--- src/rtl/mem_arb_pkg.sv ---
`default_nettype none
// ============================================================================
// Module : mem_arb_pkg
// Brief  : Shared types and constants for the unified memory-port arbiter.
// Rev    : 1.0
// ============================================================================
package mem_arb_pkg;

    typedef enum logic [1:0] {
        IDLE  = 2'd0,
        ISSUE = 2'd1,
        WAIT  = 2'd2,
        RESP  = 2'd3
    } state_t;

    typedef enum logic {
        OWN_IF = 1'b0,
        OWN_D  = 1'b1
    } owner_t;

    localparam int LAT_CNT_W = 4;

endpackage

`default_nettype wire

--- src/rtl/mem_port_arb_pick.sv ---
`default_nettype none
// ============================================================================
// Module : arb_pick
// Brief  : Combinational owner selection; MEM_PORT_ARB_FAIR_EN selects
//          round-robin tie breaking instead of fixed data priority.
// Rev    : 1.0
// ============================================================================
module arb_pick
    import mem_arb_pkg::*;
(
    input  logic   if_req,
    input  logic   d_req,
    input  logic   flush,
    input  owner_t last_owner,
    output logic   grant_valid,
    output owner_t owner
);

    logic if_ok;

    // A fetch raised in the same cycle as a redirect is stale.
    assign if_ok       = if_req & ~flush;
    assign grant_valid = d_req | if_ok;

`ifdef MEM_PORT_ARB_FAIR_EN
    always_comb begin
        owner = d_req ? OWN_D : OWN_IF;
        if (d_req && if_ok) begin
            owner = (last_owner == OWN_D) ? OWN_IF : OWN_D;
        end
    end
`else
    logic unused_last_owner;
    assign unused_last_owner = last_owner;

    always_comb begin
        owner = d_req ? OWN_D : OWN_IF;
    end
`endif

endmodule

`default_nettype wire

--- src/rtl/mem_port_arb.sv ---
`default_nettype none
// ============================================================================
// Module : mem_port_arb
// Brief  : Shares one multicycle memory port between fetch and data access,
//          with fetch cancellation on flush. Option: MEM_PORT_ARB_FAIR_EN.
// Rev    : 1.0
// ============================================================================
module mem_port_arb
    import mem_arb_pkg::*;
#(
    parameter int ADDR_W  = 16,
    parameter int DATA_W  = 16,
    parameter int LATENCY = 4
) (
    input  logic              clk,
    input  logic              rst_n,
    input  logic              if_req,
    input  logic [ADDR_W-1:0] if_addr,
    output logic              if_ack,
    output logic [DATA_W-1:0] if_rdata,
    input  logic              flush,
    input  logic              d_req,
    input  logic              d_wr,
    input  logic [ADDR_W-1:0] d_addr,
    input  logic [DATA_W-1:0] d_wdata,
    output logic              d_ack,
    output logic [DATA_W-1:0] d_rdata,
    output logic              mem_en,
    output logic              mem_wr,
    output logic [ADDR_W-1:0] mem_addr,
    output logic [DATA_W-1:0] mem_wdata,
    input  logic [DATA_W-1:0] mem_rdata,
    output logic              busy
);

    localparam logic [LAT_CNT_W-1:0] CNT_LOAD = LAT_CNT_W'(LATENCY - 1);
    localparam logic [LAT_CNT_W-1:0] CNT_ONE  = LAT_CNT_W'(1);

    state_t               state_q, state_d;
    owner_t               owner_q, owner_d;
    owner_t               last_owner_q, last_owner_d;
    logic                 killed_q, killed_d;
    logic                 wr_q, wr_d;
    logic [LAT_CNT_W-1:0] cnt_q, cnt_d;
    logic                 if_ack_q, if_ack_d;
    logic                 d_ack_q, d_ack_d;
    logic                 mem_en_q, mem_en_d;
    logic                 mem_wr_q, mem_wr_d;
    logic [ADDR_W-1:0]    mem_addr_q, mem_addr_d;
    logic [DATA_W-1:0]    mem_wdata_q, mem_wdata_d;
    logic [DATA_W-1:0]    if_rdata_q, if_rdata_d;
    logic [DATA_W-1:0]    d_rdata_q, d_rdata_d;
    logic                 busy_q, busy_d;

    logic                 grant_valid;
    owner_t               grant_owner;

    arb_pick u_pick (
        .if_req      (if_req),
        .d_req       (d_req),
        .flush       (flush),
        .last_owner  (last_owner_q),
        .grant_valid (grant_valid),
        .owner       (grant_owner)
    );

    always_comb begin
        state_d      = state_q;
        owner_d      = owner_q;
        last_owner_d = last_owner_q;
        killed_d     = killed_q;
        wr_d         = wr_q;
        cnt_d        = cnt_q;
        if_ack_d     = 1'b0;
        d_ack_d      = 1'b0;
        mem_en_d     = 1'b0;
        mem_wr_d     = 1'b0;
        mem_addr_d   = mem_addr_q;
        mem_wdata_d  = mem_wdata_q;
        if_rdata_d   = if_rdata_q;
        d_rdata_d    = d_rdata_q;

        // A redirect kills the fetch but the memory access runs to completion.
        if (state_q != IDLE && owner_q == OWN_IF && flush) begin
            killed_d = 1'b1;
        end

        case (state_q)
            IDLE: begin
                killed_d = 1'b0;
                if (grant_valid) begin
                    state_d      = ISSUE;
                    owner_d      = grant_owner;
                    last_owner_d = grant_owner;
                    mem_en_d     = 1'b1;
                    if (grant_owner == OWN_D) begin
                        wr_d        = d_wr;
                        mem_wr_d    = d_wr;
                        mem_addr_d  = d_addr;
                        mem_wdata_d = d_wdata;
                    end else begin
                        wr_d        = 1'b0;
                        mem_addr_d  = if_addr;
                        mem_wdata_d = '0;
                    end
                end
            end
            ISSUE: begin
                cnt_d   = CNT_LOAD;
                state_d = WAIT;
            end
            WAIT: begin
                if (cnt_q == '0) begin
                    state_d = RESP;
                    if (owner_q == OWN_D) begin
                        d_ack_d = 1'b1;
                        if (!wr_q) begin
                            d_rdata_d = mem_rdata;
                        end
                    end else if (!killed_d) begin
                        if_ack_d   = 1'b1;
                        if_rdata_d = mem_rdata;
                    end
                end else begin
                    cnt_d = cnt_q - CNT_ONE;
                end
            end
            RESP: begin
                state_d = IDLE;
            end
            default: begin
                state_d = IDLE;
            end
        endcase

        busy_d = (state_d != IDLE);
    end

    always_ff @(posedge clk) begin
        if (!rst_n) begin
            state_q      <= IDLE;
            owner_q      <= OWN_IF;
            last_owner_q <= OWN_D;
            killed_q     <= 1'b0;
            wr_q         <= 1'b0;
            cnt_q        <= '0;
            if_ack_q     <= 1'b0;
            d_ack_q      <= 1'b0;
            mem_en_q     <= 1'b0;
            mem_wr_q     <= 1'b0;
            mem_addr_q   <= '0;
            mem_wdata_q  <= '0;
            if_rdata_q   <= '0;
            d_rdata_q    <= '0;
            busy_q       <= 1'b0;
        end else begin
            state_q      <= state_d;
            owner_q      <= owner_d;
            last_owner_q <= last_owner_d;
            killed_q     <= killed_d;
            wr_q         <= wr_d;
            cnt_q        <= cnt_d;
            if_ack_q     <= if_ack_d;
            d_ack_q      <= d_ack_d;
            mem_en_q     <= mem_en_d;
            mem_wr_q     <= mem_wr_d;
            mem_addr_q   <= mem_addr_d;
            mem_wdata_q  <= mem_wdata_d;
            if_rdata_q   <= if_rdata_d;
            d_rdata_q    <= d_rdata_d;
            busy_q       <= busy_d;
        end
    end

    assign if_ack    = if_ack_q;
    assign if_rdata  = if_rdata_q;
    assign d_ack     = d_ack_q;
    assign d_rdata   = d_rdata_q;
    assign mem_en    = mem_en_q;
    assign mem_wr    = mem_wr_q;
    assign mem_addr  = mem_addr_q;
    assign mem_wdata = mem_wdata_q;
    assign busy      = busy_q;

endmodule

`default_nettype wire
--- config.mk ---
export PLATFORM = sky130hd
export DESIGN_NAME = mem_port_arb
export DESIGN_NICKNAME = d
export VERILOG_FILES = /design/src/rtl/mem_arb_pkg.sv /design/src/rtl/mem_port_arb_pick.sv /design/src/rtl/mem_port_arb.sv
export SDC_FILE = /design/constraint.sdc
export NUM_CORES = 1
export LEC_CHECK = 0
export BUFFER_PORTS_ARGS = -buffer_cell sky130_fd_sc_hd__buf_2
export CORE_UTILIZATION = 53
export CTS_BUF_LIST = sky130_fd_sc_hd__clkbuf_4 sky130_fd_sc_hd__clkbuf_8
export CTS_CLUSTER_SIZE = 8
export DETAILED_ROUTE_END_ITERATION = 16
export PLACE_DENSITY = 0.88
export SETUP_SLACK_MARGIN = 0.1
export SLEW_MARGIN = 20
export SYNTH_ARGS = -nofsm -noshare
export SYNTH_HDL_FRONTEND = slang
export SYNTH_SLANG_ARGS = --single-unit
--- constraint.sdc ---
create_clock -name clk -period 4.6 [get_ports clk]
set_input_delay 0 -clock clk [delete_from_list [all_inputs] [get_ports clk]]
set_output_delay 0 -clock clk [all_outputs]
set_load 0.05 [all_outputs]
==> reports/qor_table.md <==
| Group | Quantity | Value |
| --- | --- | --- |
| worst setup path | Highest-delay cell along the critical path | sky130_fd_sc_hd__o21a_1 |
| global route | Global-route wire length before repair | 12500 um |
| yosys | Cell accounting for the most synthesized area | sky130_fd_sc_hd__dfxtp_1 |
| min path | WHS Path Cells | 4 |
| finish | Combined area of the multi-input logic cells | 0.00150 mm^2 |
| worst setup path | Worst path cell trace | inv_1 > ha_1 > o21a_1 > nand2_1 > o211a_1 |
| finish | Fill cell count | 366 |
| min path | Worst hold start | d_addr[10] |
| worst setup path | Start point of the critical path | state_q[0] |
| floorplanning | Chip Width | 79.7 um |
| detailed routing | DRT Pass-1 Iters | 4 |
| yosys | Per-instance average area after synthesis | 10.3 um^2 |
| detailed routing | DRC marker count from the first detailed-route iteration | 88 |
| detailed routing | Detailed-route via count | 2853 |
| clock tree | Clock sinks | 78 |
| clock tree | CTS buffer count | 9 |
| clock tree | TritonCTS clock tree | yes |
| worst setup path | Stages on the worst setup path | 5 |
| power | LEAKAGE | 0.00241 uW |
| worst setup path | Cells on worst reg2reg path | 5 |
| timing | Worst clock skew on the final layout | 0.0148 ns |
| floorplanning | Row Count | 27 |
| yosys | Number of library cell types mapped by synthesis | 34 |
| clock tree | Clock-pin slew on the worst setup and hold paths | 0.08 ns |
| timing | Setup repair after global routing missed its margin | false |
| worst setup path | Crit path max-delay family | compound AO/OA/AOI/OAI gates |
| timing | Achievable Freq | 410 MHz |
| worst setup path | Crit path max fanout | 33 |
| timing | Fin. Hold Viols | 0 |
| timing | Minimum clock period | 2.44 ns |
| clock tree | Number of post-CTS setup repair buffers | 0 |
| yosys | Mapped Area | 0.00320 mm^2 |
| worst setup path | Crit path buf inv count | 1 |
| placed design | Dpl hpwl | 4840 um |
| run status | Outcome | completed |
| detailed routing | Wire length reported by the detailed router | 8080 um |
| floorplanning | Starting density of the core | 56.4% |
| worst setup path | Kind of critical path | flop to flop |
| global route | Overall global routing resource usage | 26.3% |
| detailed routing | Post-route DRC | 0 |
| min path | Hold Path Sink | mem_addr[10] |
| timing | Final slew viol count | 0 |
| finish | Sequential cell area in the final layout | 0.00156 mm^2 |
| clock tree | CTS root buffer | sky130_fd_sc_hd__clkbuf_8 |
| clock tree | Insertion delay to the later sink of the worst-skew pair | 0.35 ns |
| yosys | Number of nets in the synthesized netlist | 385 |
| timing | Final setup viols | 0 |
| global route | Initial antenna violation count | 0 |
| yosys | Yosys top cell area share | 48.8% |
| timing | Setup TNS | 0 ns |
| finish | Post-Route Utilization | 78.5% |
| job | Number of maximum-capacitance violations | 0 |
| finish | Fraction of layout cells with a size suffix above 1 | 32.9% |
| finish | Area Overhead vs Synth | 39.2% |
| worst setup path | CP endpoint kind | flop |
| detailed routing | Vias per Instance | 5.12 |
| placed design | Count of input and output buffers | 138 |
| finish | NumNets Final | 552 |
| finish | Final non-filler cell total | 557 |
| clock tree | Clock tree buffer depth | 2 |
| yosys | Cell types with the largest area share after synthesis | sky130_fd_sc_hd__dfxtp_1 49%, sky130_fd_sc_hd__mux2i_1 15%, sky130_fd_sc_hd__nor2b_1 7.0% |
| yosys | Sequential share of the synthesized area | 48.8% |
| global route | Number of global-route vias before repair | 2713 |
| floorplanning | Area of the core | 0.00568 mm^2 |
| worst setup path | Data arrival time of the worst path | 2.68 ns |
| worst setup path | Endpoint of the most critical register-to-register path | mem_addr[13] |
| worst setup path | Launch instance of the worst register-to-register path | state_q[0] |
| timing | Least-Margin Pin Slew | 0.977 ns |
| clock tree | CTS H-tree lvls | 3 |
| detailed routing | Wire length per cell after detailed routing | 14.5 um |
| yosys | Number of synthesized register bits | 78 |
| power | P per Cell Area | 463 mW/mm^2 |
| power | Maximum ir drop on the vdd rail | 0.384 mV |
| global route | Grt total ovfl | 0 |
| min path | Hold/Removal Path Class | primary input to flop |
| global route | Maximum number of pins on one net before global-route repair | 79 |
| yosys | Number of warning messages in the yosys log | 0 |
| detailed routing | Count of antenna-violating nets left after detailed routing | 0 |
| placed design | Number of cells in the design after placement | 498 |
| timing | Post-route fraction of the period consumed by the critical path | 53.1% |
| worst setup path | Startpoint type of the worst setup path | flop |
| yosys | Synthesized netlist cell count | 311 |
| timing | Worst slew margin relative to its limit | 34.9% |
| floorplanning | Die H | 79.7 um |
| placed design | Weighted congestion reported at the end of routability-driven placement | 0.729 |
| worst setup path | Reg2reg setup slack | 2.16 ns |
| worst setup path | Required time of the critical path | 4.84 ns |
| floorplanning | Io pins | 139 |
| power | Total power consumption of the routed design | 2070 uW |
| clock tree | Number of cells upsized or downsized after cts | 0 |
| worst setup path | CP peak stage delay | 0.88 ns |
| floorplanning | DIE AREA | 0.00636 mm^2 |
## per-layer routing
metal,global-route usage [%],wire (um)
met1,28.5,3230
met2,46.0,4160
met3,6.51,473
met5,0,0
met4,15.5,208
## through the flow
stage / instance area [um^2] / hold slack (ns) / setup WS, ns
floorplan: 3200 / 0.166 / 2.97
global placement: 3860 / 0.271 / 2.34
detailed placement: 3860 / 0.279 / 2.20
CTS: 4450 / 0.000597 / 2.17
global route: 4450 / 0.00637 / 1.95
finish: 4460 / 0.00471 / 2.16
## worst register-to-register path: cells and delay by family (launching register included)
kind / cells / cell delay (ns)
DFF: 1 / 0.33
AOI/OAI and AO/OA: 2 / 1.06
and+or+nand+nor: 1 / 0.16
adders and majority gates: 1 / 0.70
buffers and inverters: 1 / 0.09
## worst max path at each step
| stage | endpoint | slack, ns |
|---|---|---|
| final | mem_addr[13] | 2.16 |
| after global routing | mem_addr[4] | 1.95 |
| after CTS | mem_addr[9] | 2.17 |
| after detailed placement | mem_addr[13] | 2.20 |
| after global placement | mem_addr[4] | 2.34 |
| after floorplan | d_rdata[10] | 2.97 |
## power by group
group	leakage, uW	switching, uW	internal, uW
Sequential	0.000637	53.6	774
Combinational	0.00168	528	238
Clock	0.0000931	258	214
Total	0.00241	840	1230
## state kept, by name (all words and copies together) (netlist names), 2 cells and up
register   count
if_rdata      16
mem_addr      16
mem_wdata     16
state_q        2
cnt_q          4
d_rdata       16
## repair_timing
item                                   in CTS  in global routing
endpoints found under the hold margin      55                  0
hold buffers                               41                  0
setup endpoints to repair                   0                  0
## cell usage in the layout, fill, tap and decap left out, drive strengths merged
cell type    count
nand2           34
buf            138
a31oi            2
nand3b           1
diode            2
mux2i           48
and4             2
nand4b           1
o21ai            4
o211a           17
and3             1
a21boi          17
clkinv           3
dfxtp           78
o21a             2
dlygate4sd3     41
and4bb           1
a22oi            1
nor3b            1
a31o             1
nor2             4
ha               4
nor3             1
nand2b           2
or4b             1
or2b             1
clkinvlp         1
and2             3
a21oi            1
nor2b           36
nand3           19
clkbuf          10
inv              7
## synthesized netlist by cell type
master / count
sky130_fd_sc_hd__a21boi_0: 17
sky130_fd_sc_hd__a21oi_1: 1
sky130_fd_sc_hd__a22oi_1: 1
sky130_fd_sc_hd__a31o_2: 1
sky130_fd_sc_hd__a31oi_1: 2
sky130_fd_sc_hd__and2_1: 3
sky130_fd_sc_hd__and3_1: 1
sky130_fd_sc_hd__and4_1: 2
sky130_fd_sc_hd__and4bb_4: 1
sky130_fd_sc_hd__buf_2: 6
sky130_fd_sc_hd__buf_4: 1
sky130_fd_sc_hd__buf_6: 2
sky130_fd_sc_hd__buf_8: 1
sky130_fd_sc_hd__clkbuf_1: 13
sky130_fd_sc_hd__dfxtp_1: 78
sky130_fd_sc_hd__ha_1: 4
sky130_fd_sc_hd__inv_1: 5
sky130_fd_sc_hd__mux2i_1: 48
sky130_fd_sc_hd__nand2_1: 34
sky130_fd_sc_hd__nand2b_1: 2
sky130_fd_sc_hd__nand3_1: 18
sky130_fd_sc_hd__nand3_4: 1
sky130_fd_sc_hd__nand3b_2: 1
sky130_fd_sc_hd__nand4b_1: 1
sky130_fd_sc_hd__nor2_1: 4
sky130_fd_sc_hd__nor2b_1: 36
sky130_fd_sc_hd__nor3_1: 1
sky130_fd_sc_hd__nor3b_1: 1
sky130_fd_sc_hd__o211a_1: 17
sky130_fd_sc_hd__o21a_1: 2
sky130_fd_sc_hd__o21ai_0: 3
sky130_fd_sc_hd__o21ai_2: 1
sky130_fd_sc_hd__or2b_1: 1
sky130_fd_sc_hd__or4b_1: 1
## layout make-up
type | instances | share of cell area (%)
tap | 72 | 2.02
multi-input combinational | 205 | 33.6
sequential | 78 | 35.0
clock inverter | 6 | 0.982
antenna | 2 | 0.112
inverter | 5 | 0.421
clock buffer | 10 | 3.09
timing repair buffer | 179 | 24.8
## kinds of logic (layout without fill, tap and decap cells)
logic type | Yosys count | in the layout | share of synthesized area [%]
and+or+nand+nor | 108 | 108 | 18.6
DFF | 78 | 78 | 48.8
muxes | 48 | 48 | 15.0
AOI/OAI and AO/OA | 45 | 45 | 11.6
buffers and inverters | 28 | 200 | 4.45
adders and majority gates | 4 | 4 | 1.56
other | 0 | 2 | 0
Power figures use the tool's default switching activity.
